--- config.mk ---
export PLATFORM = sky130hd
export DESIGN_NAME = duty_scaler
export DESIGN_NICKNAME = d
export VERILOG_FILES = /design/src/rtl/duty_scaler.sv
export SDC_FILE = /design/constraint.sdc
export NUM_CORES = 1
export LEC_CHECK = 0
export BUFFER_PORTS_ARGS = -buffer_cell sky130_fd_sc_hd__buf_2
export CORE_UTILIZATION = 55
export DETAILED_ROUTE_END_ITERATION = 16
export GPL_ROUTABILITY_DRIVEN = 1
export PLACE_DENSITY = 0.75
export SLEW_MARGIN = 30
export SYNTH_ARGS = -nofsm -noshare
export SYNTH_HDL_FRONTEND = slang
export SYNTH_SLANG_ARGS = --single-unit
export TNS_END_PERCENT = 10
--- constraint.sdc ---
create_clock -name clk -period 4.1 [get_ports clk]
set_input_delay 0.205 -clock clk [delete_from_list [all_inputs] [get_ports clk]]
set_output_delay 0.205 -clock clk [all_outputs]
set_load 0.02 [all_outputs]
--- src/rtl/duty_scaler.sv ---
// duty_scaler: samples raw RGB duties and a global brightness once per PWM period,
// scales each channel with a serial shift-add multiplier, and commits the scaled
// duties to the outputs only at the period boundary so pwm never sees a mid-period change.
module duty_scaler #(
  parameter int unsigned PWM_INTERVAL = 1200,
  localparam int unsigned W = $clog2(PWM_INTERVAL)
) (
  input  logic         clk,
  input  logic         rst_n,
  input  logic [W-1:0] R_in,
  input  logic [W-1:0] G_in,
  input  logic [W-1:0] B_in,
  input  logic [7:0]   brightness,
  output logic [W-1:0] R_value,
  output logic [W-1:0] G_value,
  output logic [W-1:0] B_value,
  output logic         period_start,
  output logic         busy
);

  localparam int unsigned P = W + 9;  // full product width
  localparam logic [W-1:0] CntLast = W'(PWM_INTERVAL - 1);

  typedef enum logic [1:0] {StIdle, StMul, StDone} state_e;

  state_e         state;
  logic [W-1:0]   period_cnt;
  logic [W-1:0]   cap_r, cap_g, cap_b;
  logic [8:0]     cap_mult;
  logic [1:0]     ch;
  logic [3:0]     bit_idx;
  logic [P-1:0]   acc;
  logic [W-1:0]   pend_r, pend_g, pend_b;
  logic           pend_valid;

  logic [W-1:0]   cur_in;
  logic [P-1:0]   addend;
  logic [P-1:0]   acc_sum;
  logic [W-1:0]   result;

  // Period counter, free-running in lockstep with pwm from reset release
  always_ff @(posedge clk or negedge rst_n) begin
    if (!rst_n) begin
      period_cnt <= '0;
    end else if (period_cnt == CntLast) begin
      period_cnt <= '0;
    end else begin
      period_cnt <= period_cnt + 1'b1;
    end
  end

  // Multiplier datapath: select the channel operand and form this cycle's partial sum
  always_comb begin
    cur_in = '0;
    case (ch)
      2'd0:    cur_in = cap_r;
      2'd1:    cur_in = cap_g;
      2'd2:    cur_in = cap_b;
      default: cur_in = '0;
    endcase
    addend  = cap_mult[bit_idx] ? ({{9{1'b0}}, cur_in} << bit_idx) : '0;
    acc_sum = acc + addend;
    // >> 8 then truncate to W bits
    result  = acc_sum[W+7:8];
  end

  // Capture / serial multiply FSM plus period-boundary commit of the scaled duties
  always_ff @(posedge clk or negedge rst_n) begin
    if (!rst_n) begin
      state      <= StIdle;
      cap_r      <= '0;
      cap_g      <= '0;
      cap_b      <= '0;
      cap_mult   <= '0;
      ch         <= '0;
      bit_idx    <= '0;
      acc        <= '0;
      pend_r     <= '0;
      pend_g     <= '0;
      pend_b     <= '0;
      pend_valid <= 1'b0;
      R_value    <= '0;
      G_value    <= '0;
      B_value    <= '0;
    end else begin
      case (state)
        StIdle: begin
          if (period_cnt == '0) begin
            cap_r    <= R_in;
            cap_g    <= G_in;
            cap_b    <= B_in;
            cap_mult <= {1'b0, brightness} + 9'd1;
            ch       <= 2'd0;
            bit_idx  <= '0;
            acc      <= '0;
            state    <= StMul;
          end
        end
        StMul: begin
          if (bit_idx == 4'd8) begin
            acc     <= '0;
            bit_idx <= '0;
            case (ch)
              2'd0:    pend_r <= result;
              2'd1:    pend_g <= result;
              default: pend_b <= result;
            endcase
            if (ch == 2'd2) begin
              state <= StDone;
            end else begin
              ch <= ch + 2'd1;
            end
          end else begin
            acc     <= acc_sum;
            bit_idx <= bit_idx + 4'd1;
          end
        end
        StDone: begin
          pend_valid <= 1'b1;
          state      <= StIdle;
        end
        default: state <= StIdle;
      endcase

      // Multiply ends at count 28, far from the commit count, so these never overlap
      if (period_cnt == CntLast && pend_valid) begin
        R_value    <= pend_r;
        G_value    <= pend_g;
        B_value    <= pend_b;
        pend_valid <= 1'b0;
      end
    end
  end

  // Status outputs; period_start is gated by rst_n so it reads 0 while held in reset
  always_comb begin
    busy         = (state != StIdle);
    period_start = rst_n && (period_cnt == '0);
  end

endmodule

Yosys cells after proc, flatten, opt, wreduce, memory -nomap -nowiden
Cells that the tools add are included.
- $lt $le $gt $ge: 1
- reduce and logical (&&, ||, !) cells: 16
- bitwise logic cells: 1
- eq/ne operators: 10
- add/sub/neg operators: 5
- mux-type cells: 21
- shift operators: 1
- operators with widths (operator ; count):
    two-way mux 20 bit ; 3
    one-hot mux 20 bit (2 select lines) ; 1
    one-hot mux 11 bit (3 select lines) ; 1
    adder 20 bit ; 1
    left shift 11 x 4 -> 20 bit ; 1
    two-way mux 2 bit ; 6
    AND reduction 3 bit ; 4
    adder 11 x 1 -> 11 bit (second input constant) ; 1
    equality test 11 bit (second input constant) ; 1
    logical NOT 11 bit ; 1
    two-way mux 11 bit ; 1
    adder 8 x 1 -> 9 bit (second input constant) ; 1
    two-way mux 4 bit ; 2
    inequality test 2 bit (second input constant) ; 4
    one-hot mux 2 bit (2 select lines) ; 2
    one-hot mux 4 bit (2 select lines) ; 1
    nonzero test 2 bit ; 3
    < comparator 4 x 5 -> 1 bit (second input constant) ; 1
    adder 4 x 1 -> 4 bit (second input constant) ; 1
    binary-select mux 1 bit (select 4 bit) ; 1
    equality test 2 x 1 -> 1 bit (second input constant) ; 2
    equality test 2 bit (second input constant) ; 2
    equality test 4 bit (second input constant) ; 1
    logical NOT 2 bit ; 2
    other kinds (7) ; 11
- logic and storage cells: 71
- register bits: 148
- bits of input ports: 43
- output and inout port bits: 35

Logic depth before layout (Yosys ltp)
- word-level depth: 7
- mapped depth: 17
- mapped depth without buffers: 15

Worst setup path before layout
Ideal clock, no wire load.
- path kind: reg-to-reg
- from: register ch[0]
- to: register pend_b[7]
- setup slack: 308 ps
- period minus slack after synthesis: 3792 ps
- path buffers: 2
- library setup time: 136 ps
- data arrival time: 3657 ps
- stages on the path, launching flop included: 17
- required time: 3964 ps
- path through: dfrtp_1 > inv_1 > ha_1 > buf_2 > a222oi_1 > a211oi_1 > mux2i_1 > mux2_2 > o22ai_1 > ha_1 > buf_6 > a21o_1 > a221oi_2 > a21boi_1 > o41a_1 > nor3_1 > o31ai_1
- longest elaborated chain between the ends: 5
- elaborated cells between the ends (all ways): 10
- classes of those cells: add/sub (1); eq/ne (2); shift (1); mux (2); bitwise (1); reduce/logical (3)
- RTL lines (element ; RTL line ; text):
    start, declared ; 30 ; logic [1:0] ch;
    start signal, assigned ; 111 ; ch <= ch + 2'd1;
    equality test 2 bit (tied with other cells) ; 55 ; case (ch)
    one-hot mux 11 bit (3 select lines) ; 55 ;
    left shift 11 x 4 -> 20 bit ; 61 ; addend = cap_mult[bit_idx] ? ({{9{1'b0}}, cur_in} << bit_idx) : '0;
    two-way mux 20 bit ; 61 ;
    adder 20 bit ; 62 ; acc_sum = acc + addend;
    end signal, assigned ; 106 ; default: pend_b <= result;
    end, declared ; 33 ; logic [W-1:0] pend_r, pend_g, pend_b;
Parallel ways exist; a longest one is shown, timed or not.
A chain may end at the register's enable or synchronous reset.

Worst setup path in the final report
- from: register ch[1]
- to: register acc[15]
- longest elaborated chain between the ends: 7
- elaborated cells between the ends (all ways): 9
- classes of those cells: add/sub (1); eq/ne (2); shift (1); mux (4); reduce/logical (1)
- RTL lines (element ; RTL line ; text):
    equality test 2 bit (tied with other cells) ; 55 ;
    one-hot mux 11 bit (3 select lines) (*) ; 55 ;
    left shift 11 x 4 -> 20 bit (*) ; 61 ;
    two-way mux 20 bit (*) ; 61 ;
    adder 20 bit (*) ; 62 ;
    two-way mux 20 bit (*) ; 100 ; if (bit_idx == 4'd8) begin
    one-hot mux 20 bit (2 select lines) (*) ; 86 ; case (state)
    end signal, assigned ; 114 ; acc <= acc_sum;
    end, declared ; 32 ; logic [P-1:0] acc;
Every way passes the cells marked *; elsewhere a longest branch is shown, timed or not.

==> results.md <==
* Status: finished clean
* Crit path DAT at 4.42 ns
* Maximum VDD drop at roughly 0.35 mV
* Fin. max-slew vios at 0
* Core area at 13450 sq um
* Number of synthesized flops with an enable pin at 0
* Fin nets at about 900
* Final worst path period need at 4.098 ns
* CTS Buf Count at 17
* CTS tree: done
* Slew HR at 43.75%
* Most common flop cell mapped by yosys: dfrtp_1
* Drt first pass iters at 6
* First DRT Iteration DRCs at slightly below 500
* # rows at 42
* Post-synthesis cell count at approximately 700
* Netlist Area Pre-Place at 7705 sq um
* Global Route Usage Sum at between 20% and 30%
* Critical-path cell list: inv_1 -> ha_4 -> buf_2 -> a222oi_1 -> buf_4 -> and2_1 -> a211oi_2 -> buf_4 -> mux2i_1 -> mux2_2 -> o22ai_1 -> ha_1 -> a21o_1 -> a221oi_2 -> a21boi_2 -> o41a_1 -> o21a_4 -> o31ai_2
* Layout cell share with drive strength beyond 1 at roughly a third
* IO Port Bufs at 77
* Design Power at 3.667 mW
* Die Height at roughly 120 um
* Yosys warning count at 0
* DR vias at between 6k and 7k
* Most used cell, CP: buf_4
* Die area at between 10000 and 15000 sq um
* Area Overhead vs Synth at 22.51%
* CP endpoint kind: flip-flop
* Cell variety after synth at 66
* Final WL at roughly 19 mm
* Max clock buf depth at 2
* H-tree lvl count at 4
* Pre-CTS setup slack at -0.1951 ns
* FFs w/ async S/R, synth at 100.0%
* Synth Register Bits at 147
* Starting density of the core at a little under three fifths
* Fmax at 244.0 MHz
* Total grt overflow at 0
* Setup TNS at 0 ns
* Root Driver: clkbuf_16
* Startpoint types: flip-flop
* Final GP Congestion at about 0.91
* Tcrit/Tclk final at between 90% and 100%
* Ant diodes at 0
* Residual DRC at 0
* Critical Path RT at ~4.4 ns
* Worst slew pin tran at 0.8438 ns
* PD cells at 388.5 nW/um^2
* Sequential area share after synthesis at a little under half
* CP Buf/Inv Count at 4
* Filler cells at around 1000
* Largest net degree at the start of global routing at a little under 100
* Syn Nets at about 780
* Syn Area/Cell at around 11 sq um
* Sink Count at 147
* Slowest stage cell, crit path: o41a_1
* Remaining antenna violation count after routing at 0
* R2r setup slk at 0.002 ns
* Die Width at ~120 um
* Leak pwr at around 4.5 nW
* Final hold vios at 0
* DP Wirelength at 12.82 mm
* Vias/cell at ~6
* Setup violators final at 0
* Worst hold path class: in2reg
* Max-Cap Viols at 0
* CP max FO at 6
* Worst skew pair latency at 0.43 ns
* Vias in the first global route at about 6.1k
* Clk slew on worst S/H paths at about 0.060 ns
* WL/cell at approximately 18 um
* RSZ-0062 raised after global routing: yes
* Setup Skew at between 0.009 and 0.01 ns
* First-pass GRT wire length at 30.37 mm
* Slowest Stage Delay on Critical Path at approximately 0.42 ns
* CP Class: reg2reg
* Setup slack after layout at about 0.0024 ns
* Antenna violations before repair at 0
* CP top delay family: compound AO/OA/AOI/OAI gates
* I/O pins at between 70 and 80
[worst reg2reg max path, stage by stage (launching register included)]
cell      delay, ns
dfrtp_2        0.40
inv_1          0.15
ha_4           0.20
buf_2          0.17
a222oi_1       0.09
buf_4          0.15
and2_1         0.16
a211oi_2       0.22
buf_4          0.14
mux2i_1        0.05
mux2_2         0.30
o22ai_1        0.16
ha_1           0.27
a21o_1         0.23
a221oi_2       0.27
a21boi_2       0.11
o41a_1         0.42
o21a_4         0.24
o31ai_2        0.26
[where the power goes]
| part | internal (mW) | total [mW] | switching [mW] |
|---|---|---|---|
| Combinational | 0.181 | 0.335 | 0.154 |
| Sequential | 1.62 | 1.73 | 0.102 |
| Clock | 0.962 | 1.61 | 0.644 |
| Total | 2.77 | 3.67 | 0.900 |
[state kept, by name (all words and copies together) (netlist names)]
signal	count
B_value	11
state	2
pend_r	11
R_value	11
cap_b	11
pend_valid	1
cap_mult	9
pend_g	11
bit_idx	4
ch	2
cap_g	11
G_value	11
pend_b	11
acc	19
cap_r	11
period_cnt	11
[layout by cell type (no fill, tap or decap), drive strengths merged, types with 16 or more instances in the layout]
cell type | Yosys | routed
buf | 18 | 133
mux2 | 92 | 92
dfrtp | 147 | 147
clkbuf | 18 | 17
nand2 | 67 | 67
o21ai | 33 | 33
a211oi | 16 | 16
ha | 27 | 27
xnor2 | 17 | 17
nor2 | 45 | 45
nand3 | 26 | 26
a21oi | 23 | 23
[per-layer routing]
layer | GRT usage (%) | vias to the layer above | routed length (um)
li1 | - | 2836 | -
met1 | 33.66 | 3099 | 7848
met2 | 46.16 | 176 | 9543
met3 | 4.906 | 34 | 746
met4 | 11.65 | 0 | 411
met5 | 0 | - | 0
[stage by stage]
stage                     util, %  hold WS, ns  area (sq um)  instances
after floorplan                 -     -0.09059          7705        706
after global placement      63.21       0.3367          8503        969
after detailed placement    63.21       0.3476          8503        969
after CTS                   68.80    0.0005003          9255       1011
after global routing        70.16     0.004051          9439       1020
final                       70.16     0.005378          9439       1020
[final cells by class]
class / instances / area [sq um] / area share, %
tap: 176 / 220.2 / 2.333
clock inverter: 15 / 178.9 / 1.896
multi-input combinational: 511 / 3986 / 42.23
clock buffer: 17 / 425.4 / 4.507
inverter: 12 / 47.55 / 0.5037
timing repair buffer: 142 / 899.6 / 9.531
sequential: 147 / 3681 / 39.00
[synth_stat cells (3+ instances only)]
cell | n | share of area (%)
nor2b_1 | 3 | 0.24
a22o_1 | 11 | 1.3
a211oi_1 | 16 | 1.6
dfrtp_1 | 147 | 48
a21oi_1 | 23 | 1.5
nor4_1 | 3 | 0.24
a31oi_1 | 3 | 0.24
and3_1 | 5 | 0.41
nand4_1 | 10 | 0.81
nand2_1 | 67 | 3.3
clkbuf_1 | 18 | 0.88
or3_1 | 3 | 0.24
ha_1 | 27 | 4.4
nand2b_1 | 10 | 0.81
or4_1 | 5 | 0.49
a21o_1 | 8 | 0.78
nand3_1 | 26 | 1.7
mux2i_1 | 11 | 1.4
nor3_1 | 9 | 0.58
a222oi_1 | 10 | 1.3
xor2_1 | 11 | 1.3
inv_1 | 10 | 0.49
o21ai_0 | 32 | 2.1
mux2_2 | 92 | 13
buf_2 | 15 | 0.97
a211o_1 | 4 | 0.45
nor2_1 | 45 | 2.2
and2_1 | 12 | 0.97
and4_1 | 4 | 0.45
o31ai_1 | 4 | 0.39
xnor2_1 | 17 | 1.9
[cells by family (layout without fill, tap and decap cells)]
group	Yosys count	count (layout)	synth area share, %
AO/OA/AOI/OAI	143	143	13.35
XOR/XNOR	28	28	3.183
adder cells (fa/ha/maj)	28	28	4.644
buffers and inverters	48	186	2.679
flip-flops	147	147	47.74
multiplexers	105	105	15.46
AND/OR/NAND/NOR	207	207	12.94
[timing repair]
| action | CTS | global route |
|---|---|---|
| setup endpoints to repair | 18 | 36 |
| pin swaps | 3 | 14 |
| buffers inserted | 1 | 9 |
| gates resized for setup | 10 | 24 |
| hold endpoints to repair | 102 | 0 |
| hold buffers | 9 | 0 |
[path summary, 6_finish.rpt]
kind                                         start                      end  cells past startpoint
max                              ch[1]$_DFFE_PN0P_      acc[15]$_DFFE_PN0P_                     18
min                                        G_in[5]     cap_g[5]$_DFFE_PN0P_                      2
max reg2reg                      ch[1]$_DFFE_PN0P_      acc[15]$_DFFE_PN0P_                     18
min reg2reg                cap_mult[0]$_DFFE_PN0P_  cap_mult[0]$_DFFE_PN0P_                      2
max in group asynchronous                    rst_n       acc[3]$_DFFE_PN0P_                      3
min in group asynchronous                    rst_n  period_cnt[4]$_DFF_PN0_                      2
(Power assumes the default switching activity.)
